===== src/rtl/debounce_l2p_multi.sv =====
// Multi-channel debouncer: per-channel 2-flop synchronizer, stability counter,
// debounced level and one-cycle accepted-edge pulses with a lowest-index event summary.
module debounce_l2p_multi #(
    parameter int N_CH          = 4,
    parameter int STABLE_CYCLES = 4,
    parameter int EDGE_MODE     = 0,
    localparam int CW = (STABLE_CYCLES > 1) ? $clog2(STABLE_CYCLES) : 1,
    localparam int EW = (N_CH > 1) ? $clog2(N_CH) : 1
) (
    input  logic            clk,
    input  logic            rst,
    input  logic [N_CH-1:0] signal_in,
    output logic [N_CH-1:0] signal_out,
    output logic [N_CH-1:0] level_out,
    output logic            evt_valid,
    output logic [EW-1:0]   evt_ch,
    output logic            evt_rise
);

    localparam logic [CW-1:0] CNT_MAX = CW'(STABLE_CYCLES - 1);
    localparam bit RISE_EN = (EDGE_MODE != 1);
    localparam bit FALL_EN = (EDGE_MODE != 0);

    logic [N_CH-1:0] sync1;
    logic [N_CH-1:0] sync2;
    logic [N_CH-1:0] level_q;
    logic [N_CH-1:0] pulse_q;
    logic [CW-1:0]   cnt [N_CH];

    always_ff @(posedge clk or posedge rst) begin
        if (rst) begin
            sync1 <= '0;
            sync2 <= '0;
        end else begin
            sync1 <= signal_in;
            sync2 <= sync1;
        end
    end

    // A channel accepts a new level only after STABLE_CYCLES consecutive
    // synchronized samples disagree with the current level.
    always_ff @(posedge clk or posedge rst) begin
        if (rst) begin
            level_q <= '0;
            pulse_q <= '0;
            for (int i = 0; i < N_CH; i++) begin
                cnt[i] <= '0;
            end
        end else begin
            for (int i = 0; i < N_CH; i++) begin
                pulse_q[i] <= 1'b0;
                if (sync2[i] == level_q[i]) begin
                    cnt[i] <= '0;
                end else if (cnt[i] == CNT_MAX) begin
                    level_q[i] <= sync2[i];
                    cnt[i]     <= '0;
                    pulse_q[i] <= sync2[i] ? RISE_EN : FALL_EN;
                end else begin
                    cnt[i] <= cnt[i] + 1'b1;
                end
            end
        end
    end

    assign signal_out = pulse_q;
    assign level_out  = level_q;
    assign evt_valid  = |pulse_q;

    // Scan downward so the lowest pulsing channel wins; the level it just
    // took tells whether the edge was rising.
    always_comb begin
        evt_ch   = '0;
        evt_rise = 1'b0;
        for (int i = N_CH - 1; i >= 0; i--) begin
            if (pulse_q[i]) begin
                evt_ch   = EW'(i);
                evt_rise = level_q[i];
            end
        end
    end

endmodule


===== config.mk =====
export PLATFORM = sky130hd
export DESIGN_NAME = debounce_l2p_multi
export DESIGN_NICKNAME = d
export VERILOG_FILES = /design/src/rtl/debounce_l2p_multi.sv
export SDC_FILE = /design/constraint.sdc
export NUM_CORES = 1
export LEC_CHECK = 0
export ABC_AREA = 1
export BUFFER_PORTS_ARGS = -buffer_cell sky130_fd_sc_hd__buf_2
export CORE_UTILIZATION = 45
export CTS_CLUSTER_SIZE = 25
export DETAILED_ROUTE_END_ITERATION = 8
export GPL_TIMING_DRIVEN = 1
export PLACE_DENSITY = 0.67
export SYNTH_ARGS = -nofsm -noshare
export SYNTH_HDL_FRONTEND = slang
export SYNTH_SLANG_ARGS = --single-unit

===== constraint.sdc =====
create_clock -name clk -period 1.22 [get_ports clk]
set_clock_uncertainty 0.2 [all_clocks]
set_input_delay 0.061 -clock clk [delete_from_list [all_inputs] [get_ports clk]]
set_output_delay 0.061 -clock clk [all_outputs]
set_load 0.005 [all_outputs]

# Yosys cells after proc, flatten, opt, wreduce, memory -nomap -nowiden

Cells that the tools add are included.

Bits in registers: 24
Bits of input ports: 6
Output and inout port bits: 12
Logic and storage cells: 60

Add/sub/neg operators: 4
Equal/unequal tests: 8
Multiplexer cells: 28
Bitwise logic cells: 4
Reduce and logical (&&, ||, !) cells: 5

Operators with widths:

| kind                                        | count |
|---|---|
| two-way mux 2 bit                           | 12 |
| two-way mux 1 bit                           | 16 |
| adder 2 x 1 -> 2 bit, second input constant | 4 |
| equality test 2 bit, second input constant  | 4 |
| AND reduction 2 bit                         | 4 |
| equality test 1 bit                         | 4 |
| inverter 1 bit                              | 4 |
| OR reduction 4 bit                          | 1 |

# Longest topological paths before layout

Gate-level depths: netlist (run 1).

Depth after elaboration: 4
Depth in mapped cells: 5
Depth with buffers taken out: 5

# Worst setup path after synthesis (run 1)

Ideal clock, no wire load.

Path kind: reg-to-reg
Start point: register cnt[2] (netlist bit)
End point: register cnt[2] (netlist bit)
Setup time: 0.072 ns
Arrival time: 0.856 ns
Required time: 0.948 ns
Slack: 0.092 ns
Stages on the path, launching flop included: 4
Buffers on the path: 0
Clock period less this slack: 1.128 ns
Cells stage by stage: dfrtp_1 -> ha_1 -> or2_1 -> nor2_1

Longest elaborated chain between the ends: 3
Elaborated cells between the ends (all ways): 4
Classes of those cells: add/sub: 1; eq/ne: 1; mux: 2

Ends and longest elaborated chain:

| item                                                        | RTL line | source |
|---|---|---|
| from (decl)                                                 | 28       | `logic [CW-1:0] cnt [N_CH];` |
| from (signal, indexed assignment)                           | 59       | `cnt[i] <= cnt[i] + 1'b1;` |
| adder 2 x 1 -> 2 bit or equality test 2 bit (tied branches) | 59, 54   |  |
| two-way mux 2 bit (*)                                       | 54       | `end else if (cnt[i] == CNT_MAX) begin` |
| two-way mux 2 bit (*)                                       | 52       | `if (sync2[i] == level_q[i]) begin` |

Mark *: on every way between the ends. The rest lies on a longest branch, timed or not.
A chain may end at the register's enable or synchronous reset.

# Final worst setup path (run 1)

Start point: register pulse_q[1] (netlist: signal_out[1])
End point: output evt_rise

Longest elaborated chain between the ends: 2

Ends and longest elaborated chain:

| item                              | RTL line | source |
|---|---|---|
| from (decl)                       | 27       | `logic [N_CH-1:0] pulse_q;` |
| from (signal, indexed assignment) | 57       | `pulse_q[i] <= sync2[i] ? RISE_EN : FALL_EN;` |
| two-way mux 1 bit (2 in a row)    | 75       | `if (pulse_q[i]) begin` |
| to (decl)                         | 17       | `output logic evt_rise` |

No other way between the ends.

==> results of run 1 <==
what timing repair did:
item / 4_1_cts / 5_1_grt
setup buffers: 1 / 1
resized for setup: 3 / 8
endpoints found under the hold margin: 28 / 0
pin swaps: 1 / 4
setup endpoints to repair: 4 / 11
hold buffers: 5 / 0
per-stage QoR:
stage          cells  TNS, ns  worst slack, ns  utilization  hold WS, ns
2_1_floorplan     79        0          0.09176            -      -0.1244
3_3_place_gp     122        0          0.06656       0.5649     -0.09033
3_5_place_dp     122        0          0.03582       0.5649     -0.07530
4_1_cts          131  -0.5650          -0.2283       0.6168       0.1342
5_1_grt          132  -0.8644          -0.3021       0.6351       0.1544
6_report         132  -0.4843          -0.1974       0.6351       0.1333
state kept, by name (all words and copies together), names as in the netlist:
register / count
cnt: 8
level_out: 4
signal_out: 4
sync1: 4
sync2: 4
critical path, stage by stage, from the launching register on:
cell	delay, ns
sky130_fd_sc_hd__dfrtp_2	0.46
sky130_fd_sc_hd__a21oi_1	0.12
sky130_fd_sc_hd__nand2_1	0.06
sky130_fd_sc_hd__nand2_1	0.05
sky130_fd_sc_hd__nand2_1	0.05
sky130_fd_sc_hd__buf_2	0.12
kinds of logic after synthesis:
group | Yosys count | synth area share
compound gates | 7 | 0.03966
xor+xnor | 4 | 0.03966
fa+ha+maj | 4 | 0.05666
buf+inv | 10 | 0.04250
flops | 24 | 0.6799
simple gates | 30 | 0.1416
how the worst max path moves through the flow:
stage,startpoint,end,slack (ns),depth (start not counted)
after floorplan,cnt[2],cnt[2],0.09,3
after global routing,signal_out[1],evt_rise,-0.30,5
final,signal_out[1],evt_rise,-0.20,5
after CTS,signal_out[1],evt_rise,-0.23,5
after global placement,cnt[6],cnt[6],0.07,3
after detailed placement,cnt[6],cnt[6],0.04,3
metal layers:
| layer | vias up | GRT usage | share of wire |
|---|---|---|---|
| li1 | 299 | - | - |
| met2 | 16 | 0.2694 | 0.51 |
| met5 | - | 0 | 0 |
| met3 | 2 | 0.03529 | 0.037 |
| met1 | 287 | 0.1491 | 0.44 |
| met4 | 0 | 0.07059 | 0.0077 |
where the power goes:
| part | internal [uW] | total [uW] | switching [uW] |
|---|---|---|---|
| Clock | 115 | 312 | 198 |
| Sequential | 983 | 1120 | 133 |
| Combinational | 347 | 654 | 306 |
cells in the final DEF, fill, tap and decap left out, drive strengths merged:
cell / instances
dfrtp: 24
buf: 20
nor2: 15
inv: 10
nand2: 9
dlygate4sd3: 5
o21ai: 4
ha: 4
or2: 4
xnor2: 4
a21oi: 3
clkbuf: 3
nand3: 1
nor3: 1
area by class of cell:
cell class,count,area (sq um),area share
inverters,10,37.54,0.03315
multi-input cells,45,270.3,0.2387
flip-flops and latches,24,603.1,0.5326
well taps,25,31.28,0.02762
clock buffers,3,22.52,0.01989
repair buffers,25,167.7,0.1481
==> implementation parameters, run 1 <==
Parameter                              Value

Outcome
  Status ... finished, violations left
  Violated checks ... negative setup slack

Synth
  Top-count cell post-synth ... sky130_fd_sc_hd__dfrtp_1
  Portion of the post-synthesis area used by sequential elements ... 0.6799
  Main area contributors after synthesis ... sky130_fd_sc_hd__dfrtp_1, sky130_fd_sc_hd__nor2_1, sky130_fd_sc_hd__ha_1
  Top cell type by total area after synthesis ... sky130_fd_sc_hd__dfrtp_1
  List of most frequent post-synthesis cells ... sky130_fd_sc_hd__dfrtp_1, sky130_fd_sc_hd__nor2_1, sky130_fd_sc_hd__inv_1, sky130_fd_sc_hd__nand2_1
  Count of cell types in the netlist ... 12
  Main synth FF type ... sky130_fd_sc_hd__dfrtp_1
  Combined area of all synthesized cells ... ~880 sq um
  Post-Syn Nets ... 89
  Number of storage elements in the synthesis netlist ... 24
  Count of mapped cells out of synthesis ... 79
  Mean cell area of the mapped netlist ... roughly 11 sq um
  EDFF count, synth ... 0
  Proportion of register bits with asynchronous set or reset after synthesis ... 1.000
  Area share of the largest cell type after synthesis ... 0.6799
  Number of warning messages in the yosys log ... 0

STA
  Slew Limit Fails ... 0
  Slew headroom ... 0.8114
  Final number of setup-violating endpoints ... 4
  Setup slack of the critical path after layout ... -0.1974 ns
  Transition time of the tightest slew-check pin ... about 0.28 ns
  RSZ-0062 raised after global routing ... yes
  Share of the cycle needed by the critical path after routing ... 1.162
  Fmax achieved ... a little over 700 MHz
  Post-layout min period ... approximately 1.4 ns
  Number of hold-slack violations in the final timing report ... 0

Place
  Routability cong. ... about 0.65
  Post-detailed-placement cell area ... 1007 sq um
  Number of I/O port buffers ... 17
  Detailed Place HPWL ... 927.3 um

Die
  Vert. Die Dim ... between 40 and 50 um
  Top-level port count ... 18
  FP Rows ... 15
  Initial Utilization ... 0.4954
  Total core area ... roughly 1800 sq um
  Width of the die ... about 46 um
  Floorplan die area ... 2144 sq um

Clock tree
  TritonCTS buffer count ... 3
  CTS Root Cell ... sky130_fd_sc_hd__clkbuf_4
  Number of buffers between clock root and the deepest sink ... 2
  Number of H-tree levels ... 1
  Skew-Pair Late Insertion Delay ... just under 0.3 ns
  CTS tree ... yes
  Clock Pin Slew Worst Setup and Hold Paths ... roughly 0.11 ns
  Clk sink count ... 24

Cells and area
  Proportion of layout cells with a drive suffix above 1 ... 0.2991
  Fin nets ... 119
  # fillers ... 146
  Final Instance Area ... approximately 1100 sq um
  Diode count ... 0
  Area growth from synthesis to layout ... 28.19%

Worst setup path
  Worst reg-to-reg path cell count ... 3
  Type of element capturing the critical path ... output port
  Crit path kind ... reg -> out
  CP Data Arrival Time ... 1.16 ns
  Req. time, crit path ... approximately 0.96 ns
  Register-to-register setup slack ... 0.05 ns
  Worst flop-to-flop path startpoint ... cnt[0]
  Startpoint Class ... register
  Worst Path Max Fanout ... 6
  Reg-to-reg critical path endpoint ... cnt[0]

Detailed routing
  DRC violations left ... 0
  Antenna viol nets, final ... 0
  DRC violation total after the first TritonRoute iteration ... 6
  Initial DRT Pass Iterations ... 4
  Average wire length per cell after detail routing ... around 10 um
  Routed wire length ... between 1000 and 1500 um
  Vias after detailed routing ... ~600
  Detailed-route vias per instance ... roughly 4.6

Global routing
  Via count of the first global-routing pass ... 570
  Initial antenna violation count ... 0
  Residual overflow from global routing ... 0
  Global-route wire length before repair ... 2118 um
  Largest net degree at the start of global routing ... 25
  Total global-route track usage ... 0.1456

Pwr
  Leakage power summed over all cells ... 0.0005939 uW
  Areal power density over the cells ... 1839 nW/um^2
  VDD IR max ... slightly below 0.001 V
  Total power ... 2083 uW

Flow run
  Max-capacitance violation count ... 0

Hold path
  Worst min-delay path category ... in -> async
(Power assumes the default switching activity.)
==> run 2, diff against run 1 <==
--- a/config.mk
+++ b/config.mk
@@ -6,12 +6,11 @@
 export NUM_CORES = 1
 export LEC_CHECK = 0
 export ABC_AREA = 1
-export BUFFER_PORTS_ARGS = -buffer_cell sky130_fd_sc_hd__buf_2
 export CORE_UTILIZATION = 45
 export CTS_CLUSTER_SIZE = 25
 export DETAILED_ROUTE_END_ITERATION = 8
+export DONT_BUFFER_PORTS = 1
 export GPL_TIMING_DRIVEN = 1
-export PLACE_DENSITY = 0.67
 export SYNTH_ARGS = -nofsm -noshare
 export SYNTH_HDL_FRONTEND = slang
 export SYNTH_SLANG_ARGS = --single-unit
==> run 2 against run 1 <==
  * The flow still finishes with violations (negative setup slack)
  * Count of clock-buffer cells in the layout stayed put
  * Critical endpoint unchanged
  * Power increased by 5.1%
  * Critical path depth down 1
  * First-iteration DRC count increased by 17%
==> implementation parameters, run 2 (synthesis gave the netlist of run 1 again) <==
Parameter                              Value

Pwr
  Areal power density over the cells ... about 2100 nW/um^2
  VDD IR max ... approximately 0.0009 V
  Leakage power summed over all cells ... 0.0005101 uW

Cells and area
  Fin nets ... approximately 100
  Layout Utilization ... 0.5972
  # fillers ... between 150 and 200
  Area growth from synthesis to layout ... 20.54%
  Commonest non-fill, non-tap cell in the layout ... sky130_fd_sc_hd__dfrtp_1
  Max FFs per register ... 8
  Highest-count cells in the layout ignoring fill and taps ... sky130_fd_sc_hd__dfrtp_1, sky130_fd_sc_hd__nor2_1, sky130_fd_sc_hd__nand2_1, sky130_fd_sc_hd__inv_1, sky130_fd_sc_hd__dlygate4sd3_1
  Non-Filler Instances ... 115
  Proportion of layout cells with a drive suffix above 1 ... 0.2111
  Combined area of the multi-input logic cells ... between 200 and 300 sq um
  Register Area ... about 600 sq um
  Largest Register ... cnt
  Diode count ... 0

Detailed routing
  Detailed-route vias per instance ... ~4.7
  DRC violations left ... 0
  Routed wire length ... 1241 um
  Antenna viol nets, final ... 0
  Initial DRT Pass Iterations ... 3
  DRC violation total after the first TritonRoute iteration ... 7
  Average wire length per cell after detail routing ... about 11 um
  Vias after detailed routing ... 546

Place
  Routability cong. ... slightly above 0.7
  Detailed Place HPWL ... between 800 and 900 um
  Number of I/O port buffers ... 0
  Cell total after placement ... between 100 and 150

STA
  Slew headroom ... 0.8075
  Setup slack of the critical path after layout ... -0.1401 ns
  Slew Limit Fails ... 0
  Transition time of the tightest slew-check pin ... approximately 0.29 ns
  Share of the cycle needed by the critical path after routing ... 1.115
  Fmax achieved ... between 700 and 800 MHz
  RSZ-0062 raised after global routing ... yes
  Number of hold-slack violations in the final timing report ... 0
  Final number of setup-violating endpoints ... 4
  Post-layout min period ... 1.360 ns

Worst setup path
  Worst path max stage delay ... around 0.47 ns
  Req. time, crit path ... between 0.9 and 1 ns
  Family with the most delay on the worst path ... flip-flops
  CP cell instances ... a21oi_2, nand2_1, nand2_1, nand2_1
  Standard cell with the maximum stage delay on the critical path ... sky130_fd_sc_hd__dfrtp_2
  Worst Path Max Fanout ... 4
  Startpoint Class ... register
  CP Data Arrival Time ... around 1.1 ns
  Cell seen most often among critical-path stages ... sky130_fd_sc_hd__nand2_1
  Crit path kind ... reg -> out
  Type of element capturing the critical path ... output port
  Buffers & Inverters on Critical Path ... 0

Global routing
  Initial antenna violation count ... 0
  Residual overflow from global routing ... 0
  Largest net degree at the start of global routing ... 25
  Via count of the first global-routing pass ... between 400 and 500
  Total global-route track usage ... 0.1347
  Global-route wire length before repair ... slightly below 2000 um

Die
  FP Rows ... 15
  Vert. Die Dim ... 46.31 um
  Floorplan die area ... roughly 2100 sq um
  Width of the die ... about 46 um
  Top-level port count ... 18
  Total core area ... ~1800 sq um
  Initial Utilization ... 0.4954

Clock tree
  Clk sink count ... 24
  CTS Root Cell ... sky130_fd_sc_hd__clkbuf_4
  Clock Pin Slew Worst Setup and Hold Paths ... between 0.1 and 0.15 ns
  CTS tree ... yes
  Skew-Pair Late Insertion Delay ... between 0.3 and 0.4 ns
  TritonCTS buffer count ... 3
  Number of H-tree levels ... 1
  Number of buffers between clock root and the deepest sink ... 2

Hold path
  Worst min-delay path category ... in -> async

Outcome
  Status ... finished, violations left
  Violated checks ... negative setup slack

Flow run
  Max-capacitance violation count ... 0
-- run 2: cell types whose count changed in the layout (fill, tap and decap cells not counted), sizes merged --
cell	before	now
bufinv	0	1
buf	20	2
-- run 2: worst reg2reg max path, cell delays in order (launching register included) --
cell and delay, ns:
sky130_fd_sc_hd__dfrtp_1 0.40, sky130_fd_sc_hd__ha_2 0.19, sky130_fd_sc_hd__or2_1 0.22, sky130_fd_sc_hd__nor2_1 0.10
-- run 2: layout make-up --
cell class                      instances  share of cell area
Multi-Input combinational cell         45              0.2562
Tap cell                               25             0.02938
Timing Repair Buffer                    7             0.06110
Inverter                               10             0.03525
Sequential cell                        24              0.5687
Clock buffer                            3             0.02115
Clock inverter                          1             0.02820
-- run 2: what timing repair did --
| action | in CTS | in global routing |
|---|---|---|
| gates resized for setup | 1 | 12 |
| hold buffers | 5 | 0 |
| pin swaps | 1 | 4 |
| endpoints found under the hold margin | 28 | 0 |
| setup buffers | 0 | 0 |
| endpoints found under the setup margin | 4 | 9 |
-- run 2: report_power, final --
group | switching [uW] | internal (uW)
clock network | 234 | 332
registers | 147 | 986
logic | 255 | 235
-- run 2: layer usage --
metal,track usage,share of wire,vias to the layer above
li1,-,-,263
met1,0.1723,0.49,261
met2,0.2083,0.45,18
met3,0.03529,0.037,4
met4,0.07059,0.018,0
met5,0,0,-
-- run 2: path summary, 6_finish.rpt --
path / slack, ns / cells after the start / endpoint / from
max: -0.14 / 4 / evt_rise / signal_out[2]
min in group clk: 0.08 / 1 / sync1[0] / signal_in[0]
min reg2reg: 0.16 / 0 / sync2[1] / sync1[1]
min: 0.002 / 3 / sync1[0] / rst
max in group asynchronous: 0.56 / 3 / signal_out[1] / rst
max reg2reg: 0.04 / 3 / cnt[6] / cnt[6]
-- run 2: per-stage QoR --
stage / instance area (sq um) / total power [uW] / setup TNS, ns / hold WS (ns) / setup WS, ns
5_1_grt: 1065 / 2363 / -0.8047 / 0.01399 / -0.2106
2_1_floorplan: 883.3 / 1475 / 0 / -0.1244 / 0.09176
4_1_cts: 1032 / 2193 / -0.3977 / 0.006783 / -0.1590
6_report: 1065 / 2189 / -0.4784 / 0.002439 / -0.1401
3_3_place_gp: 929.6 / 1581 / 0 / -0.1878 / 0.06385
3_5_place_dp: 929.6 / 1608 / 0 / -0.1837 / 0.04200
==> run 3, diff against run 2 <==
--- a/config.mk
+++ b/config.mk
@@ -5,7 +5,6 @@
 export SDC_FILE = /design/constraint.sdc
 export NUM_CORES = 1
 export LEC_CHECK = 0
-export ABC_AREA = 1
 export CORE_UTILIZATION = 45
 export CTS_CLUSTER_SIZE = 25
 export DETAILED_ROUTE_END_ITERATION = 8
==> run 3 against run 2 <==
  * The flow still finishes with violations (negative setup slack)
  * Maximum frequency decreased by 6.4%
  * Design area grew 1.5%
  * Core utilization is 0.28 points higher
  * Critical path depth decreased by 2
  * Combinational power increased by 8.0%
  * Sequential share of layout area down 1.1 points
  * Highest routed layer unchanged
==> implementation parameters, run 3 <==
Parameter                              Value

Outcome
  Status ... finished, violations left
  Violated checks ... negative setup slack

STA
  RSZ-0062 raised after global routing ... yes
  Transition time of the tightest slew-check pin ... 0.2869 ns
  Slew headroom ... 0.8088
  Final number of setup-violating endpoints ... 4
  Slew Limit Fails ... 0
  Number of hold-slack violations in the final timing report ... 0
  Fmax achieved ... a little under 700 MHz
  Setup slack of the critical path after layout ... -0.2325 ns
  Share of the cycle needed by the critical path after routing ... 1.191
  Post-layout min period ... roughly 1.5 ns
  TNS Setup ... -0.5354 ns

Die
  Total core area ... between 1500 and 2000 sq um
  Width of the die ... about 47 um
  Top-level port count ... 18
  Initial Utilization ... 0.5000
  FP Rows ... 15
  Vert. Die Dim ... around 47 um
  Floorplan die area ... around 2200 sq um

Global routing
  Busiest layer in global routing ... met2
  Initial antenna violation count ... 0
  M1 GR Usage ... 0.1615
  Via count of the first global-routing pass ... ~460
  Residual overflow from global routing ... 0
  Met2 Usage GRT ... 0.1778
  Total global-route track usage ... 0.1233
  Global-route wire length before repair ... 1787 um
  Global Route met3 Usage ... 0.03462
  Largest net degree at the start of global routing ... 25

Synth
  Area share of the largest cell type after synthesis ... 0.6667
  Number of warning messages in the yosys log ... 0
  Portion of the post-synthesis area used by sequential elements ... 0.6667
  Combined area of all synthesized cells ... 900.9 sq um
  List of most frequent post-synthesis cells ... sky130_fd_sc_hd__dfrtp_1, sky130_fd_sc_hd__nor2b_1
  Mean cell area of the mapped netlist ... 13.86 sq um
  Main area contributors after synthesis ... sky130_fd_sc_hd__dfrtp_1, sky130_fd_sc_hd__ha_1, sky130_fd_sc_hd__xnor2_1
  Count of mapped cells out of synthesis ... between 60 and 70
  EDFF count, synth ... 0
  Count of cell types in the netlist ... 18
  Proportion of register bits with asynchronous set or reset after synthesis ... 1.000
  Top cell type by total area after synthesis ... sky130_fd_sc_hd__dfrtp_1
  Number of storage elements in the synthesis netlist ... 24
  Post-Syn Nets ... 75
  Top-count cell post-synth ... sky130_fd_sc_hd__dfrtp_1
  Main synth FF type ... sky130_fd_sc_hd__dfrtp_1

Worst setup path
  Worst Path Max Fanout ... 5
  Crit. Startpoint ... signal_out[2]
  CP Data Arrival Time ... between 1 and 1.5 ns
  Startpoint Class ... register
  Worst flop-to-flop path startpoint ... cnt[2]
  Crit path kind ... reg -> out
  Req. time, crit path ... about 0.96 ns
  Type of element capturing the critical path ... output port

Place
  Detailed Place HPWL ... between 800 and 900 um
  Number of I/O port buffers ... 0
  Routability cong. ... slightly above 0.7
  Post-detailed-placement cell area ... between 900 and 1000 sq um
  Worst slack at placement ... -0.007523 ns

Clock tree
  TritonCTS buffer count ... 3
  Clk sink count ... 24
  Skew-Pair Late Insertion Delay ... between 0.3 and 0.4 ns
  Number of H-tree levels ... 1
  CTS Root Cell ... sky130_fd_sc_hd__clkbuf_4
  Number of buffers between clock root and the deepest sink ... 2
  CTS tree ... yes
  Clock Pin Slew Worst Setup and Hold Paths ... between 0.1 and 0.15 ns

Pwr
  Total power ... approximately 2200 uW
  Leakage power summed over all cells ... a little over 0.0005 uW
  VDD IR max ... around 0.0011 V
  Areal power density over the cells ... about 2100 nW/um^2

Cells and area
  Proportion of layout cells with a drive suffix above 1 ... 0.2821
  Max FFs per register ... 8
  Largest Register ... cnt
  Diode count ... 0
  Area growth from synthesis to layout ... 20.00%
  Commonest non-fill, non-tap cell in the layout ... sky130_fd_sc_hd__dfrtp_1
  Layout Utilization ... 0.6000
  Highest-count cells in the layout ignoring fill and taps ... sky130_fd_sc_hd__dfrtp_1, sky130_fd_sc_hd__nor2b_1, sky130_fd_sc_hd__dlygate4sd3_1
  Final Instance Area ... about 1100 sq um
  Fin nets ... 89

Detailed routing
  Vias after detailed routing ... slightly below 500
  Initial DRT Pass Iterations ... 2
  Antenna viol nets, final ... 0
  Detailed-route vias per instance ... 4.825
  DRC violations left ... 0
  DRC violation total after the first TritonRoute iteration ... 2
  Routed wire length ... about 1200 um
  Average wire length per cell after detail routing ... around 12 um

Hold path
  Worst min-delay path category ... in -> async

Flow run
  Max-capacitance violation count ... 0
## run 3: area by class of cell
cell class	instances	area [sq um]
clock buffer	3	22.52
fill	152	720.7
multi-input combinational	37	299.0
sequential	24	603.1
timing repair buffer	9	80.08
inverter	4	15.01
tap	25	31.28
clock inverter	1	30.03
## run 3: repair_timing
item	4_1_cts	5_1_grt
pin swaps	0	3
buffers inserted	1	0
endpoints found under the hold margin	28	0
gates resized for setup	4	2
setup endpoints to repair	5	6
hold buffers	5	0
## run 3: final timing paths
check,slack (ns),depth (start not counted),to
max,-0.23,2,evt_rise
min,0.002,3,sync2[1]
max reg2reg,0.02,2,level_out[2]
min reg2reg,0.16,0,sync2[3]
max in group asynchronous,0.55,3,signal_out[0]
min in group clk,0.09,1,sync1[1]
## run 3: where the power goes
group / total (uW) / internal [uW] / switching [uW]
clock: 563 / 332 / 230
combinational: 529 / 302 / 227
sequential: 1150 / 989 / 165
total: 2250 / 1620 / 623
## run 3: metrics by stage
step	hold WS, ns	cells
after floorplan	-0.1244	65
final	0.002361	103
after global placement	-0.1885	93
after detailed placement	-0.1877	93
after global routing	0.02198	103
after CTS	0.01256	103
## run 3: kinds of logic (layout without fill, tap and decap cells)
family	count (synthesis)	in the layout	synth area share
flops	24	24	0.6667
simple gates	22	22	0.1528
compound gates	5	5	0.04444
fa+ha+maj	4	4	0.05556
xor+xnor	4	4	0.03888
buf+inv	4	17	0.01666
mux	2	2	0.02500
## run 3: routing by layer
metal | share of wire | vias to the layer above
met2 | 0.44 | 16
li1 | - | 242
met4 | 0.018 | 0
met3 | 0.067 | 4
met5 | 0 | -
met1 | 0.47 | 235
## run 3: worst max-delay path: stages (launching register included)
cell and delay [ns]:
sky130_fd_sc_hd__dfrtp_2 0.46, sky130_fd_sc_hd__nand3b_1 0.18, sky130_fd_sc_hd__a211oi_2 0.23
